<file path="src/rtl/select_decoder5to32_if.sv">
// Request/response bundle for the 5-to-32 select decoder.
// The requester drives the master side; the decoder sits on the slave side.
interface select_decoder5to32_if;
    logic        req_valid;
    logic [4:0]  req_idx;
    logic        req_ready;
    logic [31:0] dout;
    logic        busy;
    logic        done;

    modport master (
        output req_valid,
        output req_idx,
        input  req_ready,
        input  dout,
        input  busy,
        input  done
    );

    modport slave (
        input  req_valid,
        input  req_idx,
        output req_ready,
        output dout,
        output busy,
        output done
    );
endinterface

</file>
<file path="src/rtl/select_decoder5to32.sv">
// Sequential 5-to-32 one-hot select decoder with break-before-make dead time.
// A request is accepted only while idle. The decoded enable line is held for
// HOLD_CYCLES cycles. Then it is released with a one-cycle done pulse. An
// optional GAP_CYCLES idle stretch follows before the next request is taken.
module select_decoder5to32 #(
    parameter int HOLD_CYCLES = 1,
    parameter int GAP_CYCLES  = 0
) (
    input logic                  clk,
    input logic                  clr,
    select_decoder5to32_if.slave bus
);

    localparam int MAX_COUNT = (HOLD_CYCLES > GAP_CYCLES) ? HOLD_CYCLES : GAP_CYCLES;
    localparam int CW        = (MAX_COUNT < 1) ? 1 : $clog2(MAX_COUNT + 1);

    localparam logic [CW-1:0] HOLD_LOAD = CW'(HOLD_CYCLES - 1);
    localparam logic [CW-1:0] GAP_LOAD  = (GAP_CYCLES > 0) ? CW'(GAP_CYCLES - 1) : '0;

    typedef enum logic [1:0] {
        IDLE  = 2'd0,
        DRIVE = 2'd1,
        GAP   = 2'd2
    } state_t;

    state_t        state_q, state_d;
    logic [CW-1:0] cnt_q,   cnt_d;
    logic [31:0]   dout_q,  dout_d;
    logic          busy_q,  busy_d;
    logic          done_q,  done_d;

    // Next-state logic: accept in IDLE, count down the drive window, then the gap.
    always_comb begin
        state_d = state_q;
        cnt_d   = cnt_q;
        dout_d  = dout_q;
        busy_d  = busy_q;
        done_d  = 1'b0;

        case (state_q)
            IDLE: begin
                dout_d = '0;
                busy_d = 1'b0;
                if (bus.req_valid) begin
                    dout_d  = 32'h1 << bus.req_idx;
                    busy_d  = 1'b1;
                    cnt_d   = HOLD_LOAD;
                    state_d = DRIVE;
                end
            end

            DRIVE: begin
                if (cnt_q != '0) begin
                    cnt_d = cnt_q - CW'(1);
                end else begin
                    dout_d = '0;
                    done_d = 1'b1;
                    if (GAP_CYCLES == 0) begin
                        state_d = IDLE;
                        busy_d  = 1'b0;
                    end else begin
                        state_d = GAP;
                        cnt_d   = GAP_LOAD;
                    end
                end
            end

            GAP: begin
                dout_d = '0;
                if (cnt_q != '0) begin
                    cnt_d = cnt_q - CW'(1);
                end else begin
                    state_d = IDLE;
                    busy_d  = 1'b0;
                end
            end

            default: begin
                state_d = IDLE;
                cnt_d   = '0;
                dout_d  = '0;
                busy_d  = 1'b0;
            end
        endcase
    end

    // State and output registers; clr wins over everything and suppresses done.
    always_ff @(posedge clk) begin
        if (clr) begin
            state_q <= IDLE;
            cnt_q   <= '0;
            dout_q  <= '0;
            busy_q  <= 1'b0;
            done_q  <= 1'b0;
        end else begin
            state_q <= state_d;
            cnt_q   <= cnt_d;
            dout_q  <= dout_d;
            busy_q  <= busy_d;
            done_q  <= done_d;
        end
    end

    assign bus.req_ready = (state_q == IDLE);
    assign bus.dout      = dout_q;
    assign bus.busy      = busy_q;
    assign bus.done      = done_q;

endmodule

</file>
<file path="src/flat_wrapper.sv">
// flat-port wrapper written by rule: the top's interface ports become plain ports
module select_decoder5to32_flat 
#(
    parameter int HOLD_CYCLES = 1,
    parameter int GAP_CYCLES  = 0
)
  (clk, clr, bus_req_valid, bus_req_idx, bus_req_ready, bus_dout, bus_busy, bus_done);
  select_decoder5to32_if bus_i ();
  input logic clk;
  input logic clr;
  input wire logic [$bits(bus_i.req_valid)-1:0] bus_req_valid;
  input wire logic [$bits(bus_i.req_idx)-1:0] bus_req_idx;
  output wire logic [$bits(bus_i.req_ready)-1:0] bus_req_ready;
  output wire logic [$bits(bus_i.dout)-1:0] bus_dout;
  output wire logic [$bits(bus_i.busy)-1:0] bus_busy;
  output wire logic [$bits(bus_i.done)-1:0] bus_done;
  assign bus_i.req_valid = bus_req_valid;
  assign bus_i.req_idx = bus_req_idx;
  assign bus_req_ready = bus_i.req_ready;
  assign bus_dout = bus_i.dout;
  assign bus_busy = bus_i.busy;
  assign bus_done = bus_i.done;
  select_decoder5to32 #(.HOLD_CYCLES(HOLD_CYCLES), .GAP_CYCLES(GAP_CYCLES)) u_core (.clk(clk), .clr(clr), .bus(bus_i));
endmodule
</file>
<file path="config.mk">
export PLATFORM = sky130hd
export DESIGN_NAME = select_decoder5to32_flat
export DESIGN_NICKNAME = d
export VERILOG_FILES = /design/src/rtl/select_decoder5to32_if.sv /design/src/rtl/select_decoder5to32.sv /design/src/flat_wrapper.sv
export SDC_FILE = /design/constraint.sdc
export NUM_CORES = 1
export LEC_CHECK = 0
export BUFFER_PORTS_ARGS = -buffer_cell sky130_fd_sc_hd__buf_2
export CORE_ASPECT_RATIO = 0.8
export CORE_MARGIN = 1.5
export CORE_UTILIZATION = 25
export CTS_CLUSTER_DIAMETER = 100
export CTS_CLUSTER_SIZE = 12
export DETAILED_ROUTE_END_ITERATION = 10
export PLACE_DENSITY = 0.58
export SLEW_MARGIN = 20
export SYNTH_ARGS = -nofsm -noshare
export SYNTH_HDL_FRONTEND = slang
export SYNTH_SLANG_ARGS = --single-unit
export TNS_END_PERCENT = 100
</file>
<file path="constraint.sdc">
create_clock -name clk -period 3.2 [get_ports clk]
set_clock_uncertainty 0.05 [all_clocks]
set_input_delay 0.16 -clock clk [delete_from_list [all_inputs] [get_ports clk]]
set_output_delay 0.16 -clock clk [all_outputs]
set_load 0.1 [all_outputs]
</file>
==> out/summary.txt <==
Outcome = finished clean
Max_slew headroom = 67.6%
DRC viols = 0
WP buf/inv = 2
Number of enable flip-flop cells after synthesis = 0
Initial Util = 26.1%
Crit share post-route = 44.1%
Met2 capacity usage during global routing = 16.3%
Number of clock buffers inserted by TritonCTS = 5
Cell area power density = 576 nW/µm²
Final nets = 144
Port-buffer cells = 42
Register area share after synthesis = 64.2%
Type of the worst setup path = flop to output pin
Clock-pin slew reported for the worst setup and hold paths after clock tree synthesis = 0.07 ns
Sequence of cells on the critical path = inv_1 -> buf_2
Total nets after synthesis = 101
Launching element of the worst setup path = u_core.state_q[0]
TritonCTS clock tree = done
Length of the first detailed-routing pass in iterations = 4
Reg2Reg Launch Point = u_core.state_q[0]
Number of endpoints with negative hold slack in the final report = 0
Setup-violating endpoint count in the final report = 0
R2r endpoint = u_core.bus.dout[3]
Maximum Capacitance Violations = 0
Length in cells of the worst reg-to-reg path = 2
Cell variety after synth = 20
Worst Path Arrival = 1.20 ns
DR iter-0 viols = 31
Worst slack at placement = 1.95 ns
Library cell with the highest instance count after synthesis = sky130_fd_sc_hd__dfxtp_1
Post-cts gate resize count = 0
Capture point of the critical path = bus_req_ready
Most common flop cell mapped by yosys = sky130_fd_sc_hd__dfxtp_1
Minimum clock period after layout = 1.41 ns
Fraction of power consumed by the clock network = 37.3%
Final Max Slew Viols = 0
Placer Congestion = 0.782
Master of the slowest instance on the critical path = sky130_fd_sc_hd__buf_2
Number of placement rows = 21
Final antenna-violating net count = 0
Placed instance count = 186
Most instantiated cells after synthesis = sky130_fd_sc_hd__dfxtp_1, sky130_fd_sc_hd__nor2_1, sky130_fd_sc_hd__nor2_2, sky130_fd_sc_hd__nand4bb_1, sky130_fd_sc_hd__or4b_4
Total Die Area = 4770 µm²
Type of origin of the critical path = flop
Clock root buffer = sky130_fd_sc_hd__clkbuf_8
Post-Layout Cell Count = 194
Number of register bits inferred by synthesis = 35
Highest-utilization routing layer at the global route stage = met2
Final TNS setup = 0 ns
Leak pwr = 0.000616 µW
Slew at the pin with the worst max-slew slack = 0.489 ns
Cell count after synthesis = 93
Die Wd = 76.9 µm
Critical Path End Type = output pin
Cell family contributing the most delay on the critical path = buffers and inverters
Post-detail-place hpwl = 1.68 mm
Number of buffers on the longest clock path = 2
Pin count of the biggest net entering global routing = 12
Global route overflow = 0
Diodes inserted = 0
Unrepaired setup endpoints after global routing = no
Synth Cell Area = 1090 µm²
Number of primary I/O pins = 43
Total number of H-tree levels = 2
Final routed wire length divided by cell count = 11.9 µm
Die Span Y = 62.1 µm
Number of warning messages in the yosys log = 0
Core Area = 4180 µm²
Part of the total power dissipated in combinational logic = 8.4%
Library cell occupying the most area in the post-synthesis netlist = sky130_fd_sc_hd__dfxtp_1
Total internal power = 603 µW
Proportion of synthesized flip-flops having asynchronous set or reset = 0%
Main area contributors after synthesis = sky130_fd_sc_hd__dfxtp_1, sky130_fd_sc_hd__nor2_1, sky130_fd_sc_hd__or4b_4
Number of fill cells = 422
Area share of the leading cell type in the synthesized netlist = 64.2%
Via total after detailed routing = 811
DRT Wirelength = 2.30 mm
Met1 layer usage reported by global route = 12.2%
Switching portion of total power = 25.8%
Layout overhead on the synthesized area = 29.4%
Share of post-route cells with drive strength above 1 = 46.7%
Worst EP required = 2.99 ns
Power spent charging and discharging nets = 209 µW
Minimum setup slack among reg-to-reg paths = 1.93 ns
IR Drop Worst-Case VDD = 0.154 mV
Insertion delay of the later-clocked pin in the worst-skew pair = 0.29 ns
Setup Fix Bufs, Post-CTS = 0
Maximum cell stage delay along the critical path = 0.43 ns
Number of global-route vias before repair = 748
Crit path max fanout = 9
Smallest hold slack = 0.107 ns
Sequential Power Share = 54.3%
Type of the most critical hold path = input pin to flop
Cts-stage hold buffer count = 0
Met3 routing resource usage after global routing = 5.40%
Via density per instance = 4.18
Top achievable clock speed = 709 MHz
Post-layout worst setup margin = 1.79 ns
Overall global routing resource usage = 10.6%
Avg Synthesized Cell Area = 11.7 µm²
Stages on the worst setup path = 2
Wire length of the first global-routing pass = 3.56 mm
Antenna violations before repair = 0
Clock sink total = 35
[how the worst min path moves through the flow]
| stage | startpoint | end | slack, ns | cells past startpoint |
|---|---|---|---|---|
| after global placement | bus_req_idx[4] | u_core.bus.dout[3] | 0.39 | 2 |
| final | bus_req_idx[4] | u_core.bus.dout[3] | 0.11 | 2 |
| after CTS | bus_req_idx[4] | u_core.bus.dout[3] | 0.1 | 2 |
| after global routing | bus_req_idx[4] | u_core.bus.dout[3] | 0.11 | 2 |
| after floorplan | bus_req_valid | u_core.bus.busy | 0.28 | 1 |
| after detailed placement | bus_req_idx[4] | u_core.bus.dout[3] | 0.40 | 2 |
[sequential cells by signal, summed over array words and instances, names as in the netlist]
register	cells
u_core.bus.dout	32
u_core.state_q	1
u_core.bus.busy	1
u_core.bus.done	1
[metrics by stage]
step | utilization [%] | instance area [µm²] | total power, µW
6_report | 33.8 | 1410 | 813
4_1_cts | 33.8 | 1410 | 821
5_1_grt | 33.8 | 1410 | 847
3_3_place_gp | 31.8 | 1330 | 519
2_1_floorplan | - | 1090 | 508
3_5_place_dp | 31.8 | 1330 | 519
[cells in the final DEF (no fill, tap or decap)]
cell type,Yosys,routed
sky130_fd_sc_hd__buf_2,1,42
sky130_fd_sc_hd__dfxtp_1,35,35
sky130_fd_sc_hd__nor2_1,23,23
sky130_fd_sc_hd__nor2_2,6,6
sky130_fd_sc_hd__nand4bb_1,5,5
sky130_fd_sc_hd__or4b_4,5,5
sky130_fd_sc_hd__clkbuf_8,0,5
sky130_fd_sc_hd__clkinv_2,0,3
sky130_fd_sc_hd__nor3b_1,2,2
sky130_fd_sc_hd__nand4b_1,2,2
sky130_fd_sc_hd__inv_1,1,1
sky130_fd_sc_hd__nand2_1,1,1
sky130_fd_sc_hd__nor4_1,1,1
sky130_fd_sc_hd__nor4_2,1,1
sky130_fd_sc_hd__or4_4,1,1
sky130_fd_sc_hd__nand4_1,1,1
sky130_fd_sc_hd__nand3_1,1,1
sky130_fd_sc_hd__nor3_1,1,1
sky130_fd_sc_hd__nor3_2,1,1
[worst reg2reg max path, cell delays in order (launching register included)]
cell and delay, ns:
sky130_fd_sc_hd__dfxtp_1 0.38, sky130_fd_sc_hd__or4b_4 0.60, sky130_fd_sc_hd__nor4_2 0.15
[area by class of cell]
class                   count  area, µm²  share of cell area [%]
clock buffers               5       68.8                    4.88
clock inverters             3       15.0                    1.06
inverters                   1       3.75                   0.266
multi-input cells          51        342                    24.2
flip-flops and latches     35        701                    49.6
well taps                  57       71.3                    5.05
repair buffers             42        210                    14.9
[kinds of logic (layout without fill, tap and decap cells)]
logic type | count (synthesis) | in the layout | share of synthesized area (%)
buffers and inverters | 7 | 51 | 4.47
DFF | 35 | 35 | 64.2
and+or+nand+nor | 51 | 51 | 31.3
[power groups by stage]
stage,Sequential [µW],Combinational [µW],Clock (µW)
global route,442,71.6,334
CTS,442,67.9,311
finish,442,68.0,303
detailed placement,452,67.8,0
global placement,451,67.4,0
floorplan,475,32.6,0
[per-layer routing]
layer	share of wire, %	vias up
met5	0	-
met4	1.6	0
met3	8.6	3
met2	44	32
met1	46	380
li1	-	396
Power figures use the tool's default switching activity.
